### src/rtl/spike_winner_readout_if.sv
// Bundle of spike inputs, window control and classification results
// shared between a spike source (master) and the winner readout (slave).
interface spike_winner_readout_if #(
  parameter int unsigned NUM_SPIKES = 10,
  parameter int unsigned CNT_W      = 8,
  parameter int unsigned WINDOW_W   = 10
);
  logic [NUM_SPIKES-1:0] spike_i;
  logic [WINDOW_W-1:0]   window_len_i;
  logic                  start_i;
  logic                  busy_o;
  logic                  valid_o;
  logic [3:0]            winner_o;
  logic [CNT_W-1:0]      winner_count_o;
  logic                  tie_o;
  logic                  none_o;

  modport master (
    output spike_i, window_len_i, start_i,
    input  busy_o, valid_o, winner_o, winner_count_o, tie_o, none_o
  );

  modport slave (
    input  spike_i, window_len_i, start_i,
    output busy_o, valid_o, winner_o, winner_count_o, tie_o, none_o
  );
endinterface

### src/rtl/spike_winner_readout.sv
// Integrates output-layer spikes over a window, then scans the saturating
// counters one neuron per cycle to report the winning index.
module spike_winner_readout #(
  parameter int unsigned NUM_SPIKES = 10,
  parameter int unsigned CNT_W      = 8,
  parameter int unsigned WINDOW_W   = 10
) (
  input  logic                   clk_i,
  input  logic                   rst_i,
  spike_winner_readout_if.slave  bus
);

  localparam int unsigned IDX_W = 4;
  localparam logic [IDX_W-1:0] LAST_IDX = IDX_W'(NUM_SPIKES - 1);

  typedef enum logic [1:0] {
    IDLE,
    COUNT,
    COMPARE,
    DONE
  } state_e;

  state_e              state_q;
  logic [WINDOW_W-1:0] remain_q;
  logic [CNT_W-1:0]    cnt_q [NUM_SPIKES];
  logic [IDX_W-1:0]    scan_idx_q;
  logic [IDX_W-1:0]    max_idx_q;
  logic [CNT_W-1:0]    max_q;
  logic                tie_q;

  logic [CNT_W-1:0]    scan_cnt_d;
  logic [CNT_W-1:0]    max_d;
  logic [IDX_W-1:0]    max_idx_d;
  logic                tie_d;

  // One scan step: the first neuron seeds the maximum, later ones replace it
  // only when strictly greater so equal counts keep the lowest index.
  always_comb begin
    scan_cnt_d = '0;
    for (int unsigned i = 0; i < NUM_SPIKES; i++) begin
      if (IDX_W'(i) == scan_idx_q) begin
        scan_cnt_d = cnt_q[i];
      end
    end
    max_d     = max_q;
    max_idx_d = max_idx_q;
    tie_d     = tie_q;
    if (scan_idx_q == '0 || scan_cnt_d > max_q) begin
      max_d     = scan_cnt_d;
      max_idx_d = scan_idx_q;
      tie_d     = 1'b0;
    end else if (scan_cnt_d == max_q) begin
      tie_d = 1'b1;
    end
  end

  always_ff @(posedge clk_i) begin
    if (rst_i) begin
      state_q            <= IDLE;
      remain_q           <= '0;
      scan_idx_q         <= '0;
      max_idx_q          <= '0;
      max_q              <= '0;
      tie_q              <= 1'b0;
      for (int unsigned i = 0; i < NUM_SPIKES; i++) begin
        cnt_q[i] <= '0;
      end
      bus.busy_o         <= 1'b0;
      bus.valid_o        <= 1'b0;
      bus.winner_o       <= '0;
      bus.winner_count_o <= '0;
      bus.tie_o          <= 1'b0;
      bus.none_o         <= 1'b0;
    end else begin
      bus.valid_o <= 1'b0;
      case (state_q)
        IDLE: begin
          if (bus.start_i) begin
            remain_q   <= (bus.window_len_i == '0) ? WINDOW_W'(1) : bus.window_len_i;
            for (int unsigned i = 0; i < NUM_SPIKES; i++) begin
              cnt_q[i] <= '0;
            end
            scan_idx_q <= '0;
            max_idx_q  <= '0;
            max_q      <= '0;
            tie_q      <= 1'b0;
            bus.busy_o <= 1'b1;
            state_q    <= COUNT;
          end
        end
        COUNT: begin
          for (int unsigned i = 0; i < NUM_SPIKES; i++) begin
            if (bus.spike_i[i] && cnt_q[i] != '1) begin
              cnt_q[i] <= cnt_q[i] + CNT_W'(1);
            end
          end
          if (remain_q == WINDOW_W'(1)) begin
            state_q <= COMPARE;
          end else begin
            remain_q <= remain_q - WINDOW_W'(1);
          end
        end
        COMPARE: begin
          max_q      <= max_d;
          max_idx_q  <= max_idx_d;
          tie_q      <= tie_d;
          scan_idx_q <= scan_idx_q + IDX_W'(1);
          // Last neuron folded in: publish, with an all-zero window reported as none.
          if (scan_idx_q == LAST_IDX) begin
            bus.busy_o         <= 1'b0;
            bus.valid_o        <= 1'b1;
            bus.none_o         <= (max_d == '0);
            bus.winner_o       <= (max_d == '0) ? '0 : max_idx_d;
            bus.winner_count_o <= max_d;
            bus.tie_o          <= tie_d && (max_d != '0);
            state_q            <= DONE;
          end
        end
        DONE: begin
          state_q <= IDLE;
        end
        default: begin
          state_q <= IDLE;
        end
      endcase
    end
  end

endmodule

### src/flat_wrapper.sv
// flat-port wrapper written by rule: the top's interface ports become plain ports
module spike_winner_readout_flat 
#(
  parameter int unsigned NUM_SPIKES = 10,
  parameter int unsigned CNT_W      = 8,
  parameter int unsigned WINDOW_W   = 10
)
  (clk_i, rst_i, bus_spike_i, bus_window_len_i, bus_start_i, bus_busy_o, bus_valid_o, bus_winner_o, bus_winner_count_o, bus_tie_o, bus_none_o);
  spike_winner_readout_if #(.NUM_SPIKES(NUM_SPIKES), .CNT_W(CNT_W), .WINDOW_W(WINDOW_W)) bus_i ();
  input  logic clk_i;
  input  logic rst_i;
  input wire logic [$bits(bus_i.spike_i)-1:0] bus_spike_i;
  input wire logic [$bits(bus_i.window_len_i)-1:0] bus_window_len_i;
  input wire logic [$bits(bus_i.start_i)-1:0] bus_start_i;
  output wire logic [$bits(bus_i.busy_o)-1:0] bus_busy_o;
  output wire logic [$bits(bus_i.valid_o)-1:0] bus_valid_o;
  output wire logic [$bits(bus_i.winner_o)-1:0] bus_winner_o;
  output wire logic [$bits(bus_i.winner_count_o)-1:0] bus_winner_count_o;
  output wire logic [$bits(bus_i.tie_o)-1:0] bus_tie_o;
  output wire logic [$bits(bus_i.none_o)-1:0] bus_none_o;
  assign bus_i.spike_i = bus_spike_i;
  assign bus_i.window_len_i = bus_window_len_i;
  assign bus_i.start_i = bus_start_i;
  assign bus_busy_o = bus_i.busy_o;
  assign bus_valid_o = bus_i.valid_o;
  assign bus_winner_o = bus_i.winner_o;
  assign bus_winner_count_o = bus_i.winner_count_o;
  assign bus_tie_o = bus_i.tie_o;
  assign bus_none_o = bus_i.none_o;
  spike_winner_readout #(.NUM_SPIKES(NUM_SPIKES), .CNT_W(CNT_W), .WINDOW_W(WINDOW_W)) u_core (.clk_i(clk_i), .rst_i(rst_i), .bus(bus_i));
endmodule
### config.mk
export PLATFORM = sky130hd
export DESIGN_NAME = spike_winner_readout_flat
export DESIGN_NICKNAME = d
export VERILOG_FILES = /design/src/rtl/spike_winner_readout_if.sv /design/src/rtl/spike_winner_readout.sv /design/src/flat_wrapper.sv
export SDC_FILE = /design/constraint.sdc
export NUM_CORES = 1
export LEC_CHECK = 0
export BUFFER_PORTS_ARGS = -buffer_cell sky130_fd_sc_hd__buf_2
export CORE_MARGIN = 4
export CORE_UTILIZATION = 50
export DETAILED_ROUTE_END_ITERATION = 10
export PLACE_DENSITY = 0.73
export SLEW_MARGIN = 15
export SYNTH_ARGS = -nofsm -noshare
export SYNTH_HDL_FRONTEND = slang
export SYNTH_SLANG_ARGS = --single-unit
### constraint.sdc
create_clock -name clk_i -period 8.7 [get_ports clk_i]
set_input_delay 2.61 -clock clk_i [delete_from_list [all_inputs] [get_ports clk_i]]
set_output_delay 2.61 -clock clk_i [all_outputs]
set_load 0.02 [all_outputs]
# Word level (Yosys, flattened, before mapping)
# Memories as Yosys holds them, arrays and structs flattened.
# Cells that the tools add are included.
dict set report word_totals {
  regBits 45
  mem_bits_rw 80
  wordCells 201
  n_memories 1
}
dict set report classes {
  add_sub_neg 12
  order_cmp 1
  n_eq_ne 29
  muxes 100
  bitwise_logic 21
  reduce_logical 25
}
# memory words width read_ports rd_ports_with_merged_regs write_ports line
set mem_list {}
lappend mem_list {u_core.cnt_q 10 8 10 0 10 spike_winner_readout.sv:25} ;# logic [CNT_W-1:0] cnt_q [NUM_SPIKES];
# op count
set op_table {}
lappend op_table {{8-bit two-way mux} 32}
lappend op_table {{8-bit by 1-bit adder with 8-bit output, second input constant} 10}
lappend op_table {{8-bit inequality test, second input constant} 10}
lappend op_table {{1-bit two-way mux} 52}
lappend op_table {{10-bit two-way mux} 3}
lappend op_table {{1-bit bitwise OR} 20}
lappend op_table {{10-bit one-hot mux with 2 select lines} 1}
lappend op_table {{3-bit by 4-bit == test with 1-bit output, first input constant} 4}
lappend op_table {{4-bit one-hot mux with 2 select lines} 2}
lappend op_table {{8-bit one-hot mux with 2 select lines} 1}
lappend op_table {{4-bit two-way mux} 3}
lappend op_table {{1-bit logical AND} 11}
lappend op_table {{10-bit by 1-bit == test with 1-bit output, second input constant} 1}
lappend op_table {{10-bit logical NOT} 1}
lappend op_table {{10-bit by 1-bit subtractor with 10-bit output, second input constant} 1}
lappend op_table {{3-bit AND reduction} 3}
lappend op_table {{2-bit by 4-bit == test with 1-bit output, first input constant} 2}
lappend op_table {{4-bit == test, first input constant} 2}
lappend op_table {{8-bit == test} 1}
lappend op_table {{8-bit > comparator} 1}
lappend op_table {{8-bit logical NOT} 1}
lappend op_table {{2-bit one-hot mux with 4 select lines} 1}
lappend op_table {{8-bit nonzero test} 1}
lappend op_table {{2-bit two-way mux} 3}
lappend op_table {{15 further kinds} 21}

# Depth between registers and ports, before layout
# Gate-level depths: netlist of run 1.
dict set report depth {
  word_depth 16
  ltp_mapped 21
  mapped_depth_nobuf 15
}

# Least setup slack after synthesis of run 1
# No wires, ideal clock.
dict set report synth_timing {
  path_type {input port to flip-flop}
  startpoint {in rst_i}
  endpoint {mem u_core.cnt_q[0][0], enable pin}
  setup_time_ns 0.329
  arrival_time_ns 3.756
  required_ns 8.371
  path_slack_ns 4.616
  path_stages 6
  n_path_buf 2
  cell_sequence {clkbuf_1 -> nor2_1 -> clkbuf_1 -> nand2_1 -> a31o_2 -> nand2_1}
}
# item line
set synth_lines {}
lappend synth_lines {{from (decl)} flat_wrapper.sv:11} ;# input logic rst_i;
lappend synth_lines {{to (decl)} spike_winner_readout.sv:25}

# Final worst setup path of run 1
dict set report layout_timing {
  startpoint {reg u_core.scan_idx_q[0]}
  endpoint {reg u_core.bus.winner_o[1]}
}
dict set report layout_between {
  elab_chain_cells 16
  word_cells_on_any_way 28
  cone_classes {order compare (1); eq/ne (10); mux (13); reduce/logical (4)}
}
# item line
set layout_lines {}
lappend layout_lines {{from (decl)} spike_winner_readout.sv:26} ;# logic [IDX_W-1:0] scan_idx_q;
lappend layout_lines {{from (signal assigned)} spike_winner_readout.sv:107} ;# scan_idx_q <= scan_idx_q + IDX_W'(1);
lappend layout_lines {{4-bit logical NOT} {spike_winner_readout.sv:41, spike_winner_readout.sv:48}}
lappend layout_lines {{8-bit two-way mux (10 in a row)} spike_winner_readout.sv:41} ;# if (IDX_W'(i) == scan_idx_q) begin
lappend layout_lines {{8-bit > comparator} spike_winner_readout.sv:48} ;# if (scan_idx_q == '0 || scan_cnt_d > max_q) begin
lappend layout_lines {{1-bit logical OR} spike_winner_readout.sv:48}
lappend layout_lines {{8-bit two-way mux} spike_winner_readout.sv:48}
lappend layout_lines {{8-bit logical NOT} spike_winner_readout.sv:113} ;# bus.winner_o <= (max_d == '0) ? '0 : max_idx_d;
lappend layout_lines {{4-bit two-way mux} spike_winner_readout.sv:113}
lappend layout_lines {{to (signal assigned)} spike_winner_readout.sv:113}
lappend layout_lines {{to (decl)} spike_winner_readout_if.sv:25} ;# output busy_o, valid_o, winner_o, winner_count_o, tie_o, none_o
# Parallel ways exist; a longest one is shown, timed or not.
# A chain may end at the register's enable or synchronous reset.

==> run summary, run 1 <==
Final nets: 881
Post-DR vias/cell: 5.80
Final Hold Viols: 0
Synth Area in XOR/XNOR: 0.0719
Die area: 16600 sq um
WP data arrival: 5310 ps
Max_cap viols: 0
CTS resizes: 0
Synth Register Bits: 125
Iteration-0 DRC Markers: 593
Seq. cell area: 3300 sq um
Slew HR: 0.376
WL final: 16900 microns
Multiplexer share of the synthesized area: 0.0175
Routability cong.: 0.894
Largest net degree at the start of global routing: 43
Die width: 129 microns
Adder-Cell Fraction of Synth Area: 0.0480
Cts hold-fix bufs: 0
Synth Area in Compound Gates: 0.154
Total iterations of the first detailed-routing run: 5
Warnings from Yosys: 0
Seq/Total Area, Yosys: 0.452
RSZ-0062 raised after global routing: false
First-pass GRT wire length: 27800 microns
CTS tree: done
Die span in y: 129 microns
Detailed-route DRC error count: 0
Pwr dens: 277 nW/um^2
Post-DP HPWL: 12100 microns
Initial core utilization: 0.518
Period utilisation layout: 0.577
Vias: 5936
Root Buffer: clkbuf_16
DRT met1 WL: 7700 microns
Setup TNS: 0 ps
Skew-Pair Late Insertion Delay: 420 ps
Setup violators final: 0
Slew @ Worst Pin: 936 ps
Max Root-Sink Buffers: 2
EDFF count, synth: 80
Top layer in use: met4
Syn_area_per_cell: 9.06 sq um
Startpoint type of the worst setup path: register
Async S/R FF share, synth: 0
Post-Syn Nets: 857
Yosys cell types: 63
Multi-input logic area: 3690 sq um
Simple-gate share of the synthesized area: 0.213
Synthesized cell area: 7300 sq um
Post-synth top flop: edfxtp_1
WL met3: 914 microns
Top-level port count: 39
Crit path capture type: register
Row count: 43
# fillers: 1276
Routed Antenna Nets: 0
GRT Residual Overflow: 0
Largest family of logic cells by synthesized area: simple AND/OR/NAND/NOR gates
Min Tclk post-route: 5020 ps
Clock sink count: 125
Final worst clock skew: 9.80 ps
TritonCTS Buffers: 17
PortBufs: 38
Pleak: 0.00311 uW
Critical path cell sequence: inv_1 > ha_1 > nor2b_1 > a221oi_1 > o32a_1 > o22ai_1 > ha_1 > nand4_1 > and2b_1 > a21oi_1 > a211o_1 > mux2i_1 > nand3_1 > nor4_4 > o31ai_1
Slowest Stage Delay on Critical Path: 680 ps
Worst VDD drop: 0.000150 V
Vias in the first global route: 5667
Routed length on met2: 7900 microns
Hold Slack: 444 ps
Most frequent CP cell: ha_1
Initial antenna violation count: 0
Total GRT Usage: 0.210
Layout cell share with drive strength beyond 1: 0.113
Synth Instances: 806
CP Class: reg -> reg
Hold/Removal Path Class: reg -> reg
CP max FO: 21
Synthesis-to-finish area growth: 11.4%
# diodes: 0
Slowest cell on crit path: ha_1
H-tree Lvls: 4
Worst EP required: 8990 ps
Post-CTS Setup Inserts: 0
FMAX: 199 MHz
Outcome: finished, final reports clean
Drt wl/cell: 16.5 microns
Max-slew violations: 0
Core area: 14100 sq um
Clk slew on worst S/H paths: 60 ps
[layout make-up]
class / count / share of cell area
Clock inverter: 6 / 0.00384
Tap cell: 180 / 0.0277
Clock buffer: 26 / 0.0652
Sequential cell: 125 / 0.406
Multi-Input combinational cell: 606 / 0.454
Inverter: 40 / 0.0185
Timing Repair Buffer: 40 / 0.0252
[cells in the mapped netlist, drive strengths merged, types with 6 or more instances]
| cell | instances | area (sq um) |
|---|---|---|
| buf | 13 | 83.8 |
| mux2i | 9 | 90.1 |
| ha | 28 | 350 |
| and3 | 17 | 106 |
| nand3 | 48 | 240 |
| nor2b | 8 | 50.1 |
| dfxtp | 45 | 901 |
| a211oi | 9 | 67.6 |
| a221oi | 12 | 105 |
| inv | 40 | 150 |
| a21oi | 42 | 210 |
| o22ai | 11 | 68.8 |
| a22oi | 16 | 120 |
| xnor2 | 23 | 201 |
| edfxtp | 80 | 2400 |
| a31oi | 6 | 37.5 |
| a31o | 7 | 61.3 |
| or2 | 7 | 43.8 |
| clkbuf | 22 | 83.8 |
| nor2 | 150 | 563 |
| xor2 | 37 | 324 |
| nand2b | 10 | 70.1 |
| nand2 | 72 | 270 |
| o21ai | 24 | 120 |
[cell usage in the layout, fill, tap and decap left out, types with 9 or more instances in the layout]
cell and count:
nand2b_1 9, a22oi_1 16, nand3_1 48, xor2_1 37
a221oi_1 12, ha_1 28, buf_2 38, xnor2_1 23
nor2_1 148, a211oi_1 9, inv_1 38, a21oi_1 41
and3_1 17, o21ai_0 21, nand2_1 72, dfxtp_1 45
o22ai_1 11, mux2i_1 9, clkbuf_16 18, edfxtp_1 80
[power by group]
group / switching, uW / internal [uW] / total (uW)
Clock: 243 / 416 / 660
Sequential: 157 / 786 / 943
Combinational: 405 / 247 / 652
Total: 806 / 1450 / 2260
[cells by family after synthesis]
group / count (synthesis)
AND/OR/NAND/NOR: 340
AO/OA/AOI/OAI: 166
flip-flops: 125
buffers and inverters: 75
XOR/XNOR: 60
adder cells (fa/ha/maj): 28
multiplexers: 12
[critical path, delay by kind of cell (launching register included)]
kind / cells / cell delay, ps
flops: 1 / 390
buf+inv: 1 / 130
fa+ha+maj: 2 / 990
simple gates: 5 / 1320
mux: 1 / 400
compound gates: 6 / 1650
[metrics by stage]
step           std cells  power [uW]  utilization  area, sq um  worst slack, ps
3_5_place_dp         991        1590        0.537         7570             3430
3_3_place_gp         991        1580        0.537         7570             3470
2_1_floorplan        806        1410            -         7300             4620
5_1_grt             1023        2400        0.577         8140             3310
4_1_cts             1023        2260        0.577         8130             3710
6_report            1023        2260        0.577         8140             3680
[final timing paths]
kind                                     startpoint                                   to  slack [ps]  cells after the start
setup / recovery  u_core.scan_idx_q[0]$_SDFFE_PP0P_  u_core.bus.winner_o[1]$_SDFFE_PP0P_        3680                     15
hold / removal        u_core.bus.tie_o$_SDFFE_PP0P_        u_core.bus.tie_o$_SDFFE_PP0P_         440                      2
setup reg to reg  u_core.scan_idx_q[0]$_SDFFE_PP0P_  u_core.bus.winner_o[1]$_SDFFE_PP0P_        3680                     15
hold reg to reg       u_core.bus.tie_o$_SDFFE_PP0P_        u_core.bus.tie_o$_SDFFE_PP0P_         440                      2
[state kept, by name (all words and copies together), names as in the netlist]
register / cells
u_core.max_idx_q: 4
u_core.tie_q: 1
u_core.bus.busy_o: 1
u_core.bus.winner_count_o: 8
u_core.bus.tie_o: 1
u_core.scan_idx_q: 4
u_core.bus.valid_o: 1
u_core.state_q: 2
u_core.remain_q: 10
u_core.max_q: 8
u_core.cnt_q: 80
u_core.bus.none_o: 1
u_core.bus.winner_o: 4
[layer usage]
layer	track usage	vias up
met4	0.0655	0
met3	0.0519	31
met2	0.333	182
met1	0.284	2797
met5	0	-
li1	-	2926
Note: power is estimated with default switching activity, not from simulation.
==> run 2: changes to the inputs <==
--- a/config.mk
+++ b/config.mk
@@ -5,6 +5,7 @@
 export SDC_FILE = /design/constraint.sdc
 export NUM_CORES = 1
 export LEC_CHECK = 0
+export ABC_AREA = 1
 export BUFFER_PORTS_ARGS = -buffer_cell sky130_fd_sc_hd__buf_2
 export CORE_MARGIN = 4
 export CORE_UTILIZATION = 50
==> constraint.sdc (replaced) <==
create_clock -name clk_i -period 4.65 [get_ports clk_i]
set_input_delay 1.395 -clock clk_i [delete_from_list [all_inputs] [get_ports clk_i]]
set_output_delay 1.395 -clock clk_i [all_outputs]
set_load 0.02 [all_outputs]
==> run 2 against run 1 <==
Combinational power is 110% higher. Die area is 3.2% higher. Synthesized area grew 3.4%. Clock power increased by 95%. Clock skew is 4.4 ps higher. Fmax rose by 23%.
==> run summary, run 2 <==
Worst EP required: 4930 ps (was 8990 ps)
Layout cell share with drive strength beyond 1: 0.101 (was 0.113)
First-pass GRT wire length: 27400 microns (was 27800 microns)
Vias: 6476 (was 5936)
Placed cell count: 1208 (was 991)
Post-DP HPWL: 12200 microns (was 12100 microns)
Min Tclk post-route: 4090 ps (was 5020 ps)
CTS tree: done (unchanged)
Final nets: 1094 (was 881)
Detailed-route DRC error count: 0 (unchanged)
# fillers: 1343 (was 1276)
Initial antenna violation count: 0 (unchanged)
Synth Register Bits: 125 (unchanged)
Total iterations of the first detailed-routing run: 6 (was 5)
Pleak: 0.00362 uW (was 0.00311 uW)
Cts hold-fix bufs: 0 (unchanged)
Largest regs: u_core.cnt_q: 80 flops, u_core.remain_q: 10 flops (unchanged)
Yosys cell types: 42 (was 63)
Most flops, register: u_core.cnt_q (unchanged)
Slowest cell on crit path: dfxtp_1 (was ha_1)
Max reg flops: 80 (unchanged)
Post-synth top flop: edfxtp_1 (unchanged)
Async S/R FF share, synth: 0 (unchanged)
Max Root-Sink Buffers: 2 (unchanged)
Final Core Density: 0.580 (was 0.577)
Crit path capture type: register (unchanged)
Post-DR vias/cell: 5.22 (was 5.80)
Startpoint type of the worst setup path: register (unchanged)
Root Buffer: clkbuf_16 (unchanged)
Top post-synthesis cells by area: edfxtp_1 32%, dfxtp_1 12%, nand2_1 12% (was edfxtp_1 33%, dfxtp_1 12%, nor2_1 7.7%)
Synthesized cell area: 7550 sq um (was 7300 sq um)
EDFF count, synth: 80 (unchanged)
Vias in the first global route: 5859 (was 5667)
Initial core utilization: 0.516 (was 0.518)
Total GRT Usage: 0.203 (was 0.210)
Warnings from Yosys: 0 (unchanged)
Die span in y: 131 microns (was 129 microns)
Pwr dens: 510 nW/um^2 (was 277 nW/um^2)
Final Hold Viols: 0 (unchanged)
Drt wl/cell: 13.5 microns (was 16.5 microns)
CP Class: reg -> reg (unchanged)
Most common cell after layout, fill and taps aside: nand2_1 (was nor2_1)
Routability cong.: 0.881 (was 0.894)
Post-Syn Nets: 1050 (was 857)
Slew HR: 0.367 (was 0.376)
Slew @ Worst Pin: 941 ps (was 936 ps)
Die area: 17100 sq um (was 16600 sq um)
Synthesis-to-finish area growth: 12.4% (was 11.4%)
Area share of the largest cell type after synthesis: 0.318 (was 0.329)
Commonest cells after routing, fill and taps aside: 239 x nand2_1, 158 x inv_1, 94 x nor2_1, 80 x edfxtp_1, 79 x a21oi_1 (was 148 x nor2_1, 80 x edfxtp_1, 72 x nand2_1, 48 x nand3_1, 45 x dfxtp_1)
Clk slew on worst S/H paths: 70 ps (was 60 ps)
Syn_area_per_cell: 7.56 sq um (was 9.06 sq um)
Fin cells: 1240 (was 1023)
H-tree Lvls: 4 (unchanged)
Setup TNS: 0 ps (unchanged)
Top-level port count: 39 (unchanged)
CP max FO: 20 (was 21)
Max-slew violations: 0 (unchanged)
Most numerous cell in the Yosys netlist: nand2_1 (was nor2_1)
Seq/Total Area, Yosys: 0.437 (was 0.452)
PortBufs: 38 (unchanged)
Setup violators final: 0 (unchanged)
Slowest Stage Delay on Critical Path: 440 ps (was 680 ps)
Period utilisation layout: 0.880 (was 0.577)
Area leader, netlist: edfxtp_1 (unchanged)
Row count: 44 (was 43)
Core area: 14600 sq um (was 14100 sq um)
Die width: 131 microns (was 129 microns)
Routed Antenna Nets: 0 (unchanged)
FMAX: 244 MHz (was 199 MHz)
RSZ-0062 raised after global routing: false (unchanged)
Outcome: finished, final reports clean (unchanged)
# diodes: 0 (unchanged)
GRT Residual Overflow: 0 (unchanged)
Post-CTS Setup Inserts: 0 (unchanged)
Max_cap viols: 0 (unchanged)
CTS resizes: 0 (unchanged)
Hold/Removal Path Class: reg -> reg (unchanged)
Final worst clock skew: 14.2 ps (was 9.80 ps)
Iteration-0 DRC Markers: 499 (was 593)
Skew-Pair Late Insertion Delay: 430 ps (was 420 ps)
Largest net degree at the start of global routing: 30 (was 43)
Worst VDD drop: 0.000257 V (was 0.000150 V)
Synth Instances: 999 (was 806)
TritonCTS Buffers: 17 (unchanged)
Most frequent CP cell: nand2_1 (was ha_1)
WP data arrival: 4380 ps (was 5310 ps)
Clock sink count: 125 (unchanged)
WL final: 16800 microns (was 16900 microns)
Synth cell count leaders: 239 x nand2_1, 158 x inv_1, 94 x nor2_1 (was 150 x nor2_1, 80 x edfxtp_1, 72 x nand2_1)
## run 2: changes by cell type in the layout (fill, tap and decap cells not counted), sizes merged, moves of 21 or more
cell	previous run	this run
nand2	72	243
nor2	150	100
inv	41	168
xor2	37	8
nand3	48	75
a21oi	42	80
xnor2	23	2
nor3	5	29
o21ai	24	49
## run 2: critical path, delay by kind of cell (launching register included)
kind | cells | cell delay (ps)
AO/OA/AOI/OAI | 5 | 570
adder cells (fa/ha/maj) | 1 | 290
buffers and inverters | 3 | 360
flip-flops | 1 | 440
AND/OR/NAND/NOR | 18 | 2270
## run 2: path summary, 6_finish.rpt
check	startpoint	slack (ps)	endpoint	depth (start not counted)
max	u_core.scan_idx_q[2]$_SDFFE_PP0P_	560	u_core.bus.winner_o[2]$_SDFFE_PP0P_	27
min	u_core.max_q[5]$_SDFFE_PP0P_	460	u_core.max_q[5]$_SDFFE_PP0P_	2
max reg2reg	u_core.scan_idx_q[2]$_SDFFE_PP0P_	560	u_core.bus.winner_o[2]$_SDFFE_PP0P_	27
min reg2reg	u_core.max_q[5]$_SDFFE_PP0P_	460	u_core.max_q[5]$_SDFFE_PP0P_	2
## run 2: metal layers
| layer | share of wire | global-route usage |
|---|---|---|
| met1 | 0.49 | 0.279 |
| met3 | 0.044 | 0.0524 |
| met2 | 0.44 | 0.310 |
| met5 | 0 | 0 |
| met4 | 0.023 | 0.0768 |
## run 2: logic make-up after synthesis
logic type | after synthesis | share of synthesized area
buf+inv | 181 | 0.0941
xor+xnor | 10 | 0.0116
simple gates | 500 | 0.298
compound gates | 155 | 0.113
fa+ha+maj | 28 | 0.0464
flops | 125 | 0.437
## run 2: where the power goes
| part | switching [uW] | total (uW) | internal, uW |
|---|---|---|---|
| Combinational | 925 | 1370 | 446 |
| Clock | 536 | 1290 | 753 |
| Sequential | 205 | 1670 | 1460 |
## run 2: stage by stage
stage               power, uW  hold slack (ps)  cell area (sq um)  setup slack (ps)
finish                   4330              465               8490               556
global route             4630              488               8490              53.3
CTS                      4330              465               8490               609
detailed placement       3030              456               7920               636
global placement         3010              450               7920               788
floorplan                2660              442               7550              1420
## run 2: layout make-up
class                   count  area, sq um  area share
repair buffers             44          235      0.0277
inverters                 162          608      0.0716
clock buffers              19          475      0.0560
flip-flops and latches    125         3300       0.389
multi-input cells         693         3540       0.417
clock inverters            13          100      0.0118
well taps                 184          230      0.0271
==> run 3: changes to the inputs <==
--- a/config.mk
+++ b/config.mk
@@ -11,6 +11,7 @@
 export CORE_UTILIZATION = 50
 export DETAILED_ROUTE_END_ITERATION = 10
 export PLACE_DENSITY = 0.73
+export REMOVE_ABC_BUFFERS = 1
 export SLEW_MARGIN = 15
 export SYNTH_ARGS = -nofsm -noshare
 export SYNTH_HDL_FRONTEND = slang
==> run 3 against run 2 <==
Global-route usage down 0.39 points. Clock skew fell by 5.2 ps. Die area unchanged. First-iteration DRC count is 16% higher. Largest power group unchanged. Sequential share of layout area increased by 0.10 points. Hold slack worse by 5.1 ps. Sequential power is essentially flat.
==> run summary, run 3 (synthesis results as in run 2) <==
Core area: 14600 sq um (unchanged)
Final nets: 1094 (unchanged)
RSZ-0062 raised after global routing: false (unchanged)
Initial antenna violation count: 0 (unchanged)
Layout cell share with drive strength beyond 1: 0.0966 (was 0.101)
Clk slew on worst S/H paths: 50 ps (was 70 ps)
WL final: 16500 microns (was 16800 microns)
Slew @ Worst Pin: 944 ps (was 941 ps)
Min Tclk post-route: 4000 ps (was 4090 ps)
Vias: 6513 (was 6476)
Row count: 44 (unchanged)
Cts hold-fix bufs: 0 (unchanged)
Worst EP required: 4920 ps (was 4930 ps)
CTS resizes: 0 (unchanged)
Largest regs: u_core.cnt_q: 80 flops, u_core.remain_q: 10 flops (unchanged)
Reg2reg path depth: 23 (was 27)
Die area: 17100 sq um (unchanged)
Critical path cell sequence: inv_1 > ha_1 > inv_1 > nor3_4 > inv_2 > or2_2 > nand2_1 > inv_1 > ha_1 > a21oi_1 > o21ai_0 > nand2_1 > o211ai_1 > nand2_1 > nand2_1 > inv_1 > nand2_1 > nand2_1 > nand2_1 > nor2_1 > nand2_4 > nand2_1 > a21oi_1
Max-slew violations: 0 (unchanged)
Detailed-route DRC error count: 0 (unchanged)
Pleak: 0.00360 uW (was 0.00362 uW)
Clock sink count: 125 (unchanged)
Slowest Stage Delay on Critical Path: 430 ps (was 440 ps)
Pwr dens: 504 nW/um^2 (was 510 nW/um^2)
Max reg flops: 80 (unchanged)
PortBufs: 38 (unchanged)
Most flops, register: u_core.cnt_q (unchanged)
Critical path origin: u_core.scan_idx_q[1]$_SDFFE_PP0P_ (was u_core.scan_idx_q[2]$_SDFFE_PP0P_)
Slew HR: 0.366 (was 0.367)
GRT Residual Overflow: 0 (unchanged)
Max_cap viols: 0 (unchanged)
Hold Slack: 459 ps (was 465 ps)
Synthesis-to-finish area growth: 12.1% (was 12.4%)
Hold/Removal Path Class: reg -> reg (unchanged)
Final worst clock skew: 9.00 ps (was 14.2 ps)
Drt wl/cell: 13.3 microns (was 13.5 microns)
Most frequent CP cell: nand2_1 (unchanged)
Routability cong.: 0.894 (was 0.881)
Top-level port count: 39 (unchanged)
Crit path capture type: register (unchanged)
Reg2reg start: u_core.scan_idx_q[1]$_SDFFE_PP0P_ (was u_core.scan_idx_q[2]$_SDFFE_PP0P_)
Skew-Pair Late Insertion Delay: 420 ps (was 430 ps)
Vias in the first global route: 5891 (was 5859)
Period utilisation layout: 0.859 (was 0.880)
# diodes: 0 (unchanged)
# fillers: 1363 (was 1343)
Worst VDD drop: 0.000304 V (was 0.000257 V)
Iteration-0 DRC Markers: 580 (was 499)
Max Root-Sink Buffers: 2 (unchanged)
Setup TNS: 0 ps (unchanged)
WP data arrival: 4270 ps (was 4380 ps)
CTS tree: done (unchanged)
Startpoint type of the worst setup path: register (unchanged)
Worst reg2reg setup slack: 650 ps (was 560 ps)
Routed Antenna Nets: 0 (unchanged)
Post-CTS Setup Inserts: 0 (unchanged)
Root Buffer: clkbuf_16 (unchanged)
Most common cell after layout, fill and taps aside: nand2_1 (unchanged)
Final Hold Viols: 0 (unchanged)
First-pass GRT wire length: 27100 microns (was 27400 microns)
Die span in y: 131 microns (unchanged)
TritonCTS Buffers: 17 (unchanged)
Outcome: finished, final reports clean (unchanged)
H-tree Lvls: 4 (unchanged)
Commonest cells after routing, fill and taps aside: 239 x nand2_1, 158 x inv_1, 94 x nor2_1, 80 x edfxtp_1, 79 x a21oi_1 (unchanged)
FMAX: 250 MHz (was 244 MHz)
Largest net degree at the start of global routing: 30 (unchanged)
Multi-input logic area: 3540 sq um (unchanged)
R2R Path End: u_core.bus.winner_o[3]$_SDFFE_PP0P_ (was u_core.bus.winner_o[2]$_SDFFE_PP0P_)
Setup violators final: 0 (unchanged)
Total GRT Usage: 0.199 (was 0.203)
CP max FO: 13 (was 20)
Die width: 131 microns (unchanged)
Worst setup path end: u_core.bus.winner_o[3]$_SDFFE_PP0P_ (was u_core.bus.winner_o[2]$_SDFFE_PP0P_)
Post-DR vias/cell: 5.25 (was 5.22)
Seq. cell area: 3300 sq um (unchanged)
Slowest cell on crit path: ha_1 (was dfxtp_1)
Post-DP HPWL: 12100 microns (was 12200 microns)
CP Class: reg -> reg (unchanged)
Initial core utilization: 0.516 (unchanged)
Total iterations of the first detailed-routing run: 5 (was 6)
run 3: cell count changes in the layout (fill, tap and decap cells not counted), sizes merged:
| cell | previous run | this run |
|---|---|---|
| clkbuf | 19 | 26 |
| inv | 168 | 162 |
| clkinv | 7 | 6 |
run 3: layout make-up:
| type | instances | share of cell area |
|---|---|---|
| clock buffer | 26 | 0.0616 |
| sequential | 125 | 0.390 |
| inverter | 162 | 0.0718 |
| clock inverter | 6 | 0.00369 |
| timing repair buffer | 44 | 0.0278 |
| multi-input combinational | 693 | 0.418 |
| tap | 184 | 0.0272 |
run 3: critical path: cells and delay by family (launching register included):
kind / cells / cell delay (ps)
buffers and inverters: 5 / 760
flip-flops: 1 / 340
AO/OA/AOI/OAI: 4 / 380
adder cells (fa/ha/maj): 2 / 710
AND/OR/NAND/NOR: 12 / 1660
run 3: worst min path at each step:
stage / from / end / slack (ps) / cells past startpoint
after global placement: u_core.max_q[7]$_SDFFE_PP0P_ / u_core.max_q[7]$_SDFFE_PP0P_ / 450 / 2
after floorplan: u_core.max_idx_q[0]$_SDFFE_PP0P_ / u_core.max_idx_q[0]$_SDFFE_PP0P_ / 440 / 2
after CTS: u_core.bus.tie_o$_SDFFE_PP0P_ / u_core.bus.tie_o$_SDFFE_PP0P_ / 460 / 2
after detailed placement: u_core.bus.tie_o$_SDFFE_PP0P_ / u_core.bus.tie_o$_SDFFE_PP0P_ / 450 / 2
final: u_core.bus.tie_o$_SDFFE_PP0P_ / u_core.bus.tie_o$_SDFFE_PP0P_ / 460 / 2
after global routing: u_core.bus.winner_o[2]$_SDFFE_PP0P_ / u_core.bus.winner_o[2]$_SDFFE_PP0P_ / 480 / 2
run 3: routing by layer:
metal	vias up	part of all wire	track usage
li1	3375	-	-
met1	2939	0.47	0.268
met4	0	0.019	0.0678
met5	-	0	0
met3	31	0.051	0.0508
met2	168	0.46	0.315
run 3: power breakdown:
part | internal [uW] | switching [uW]
Combinational | 454 | 919
Sequential | 1460 | 205
Clock | 768 | 462
Total | 2680 | 1590
run 3: per-stage QoR:
step	util	total power, uW	setup slack [ps]	area (sq um)	std cells
2_1_floorplan	-	2640	1080	7450	980
3_3_place_gp	0.540	3020	833	7920	1208
3_5_place_dp	0.540	3050	715	7920	1208
4_1_cts	0.578	4290	662	8470	1240
5_1_grt	0.578	4580	183	8470	1240
6_report	0.578	4270	654	8470	1240
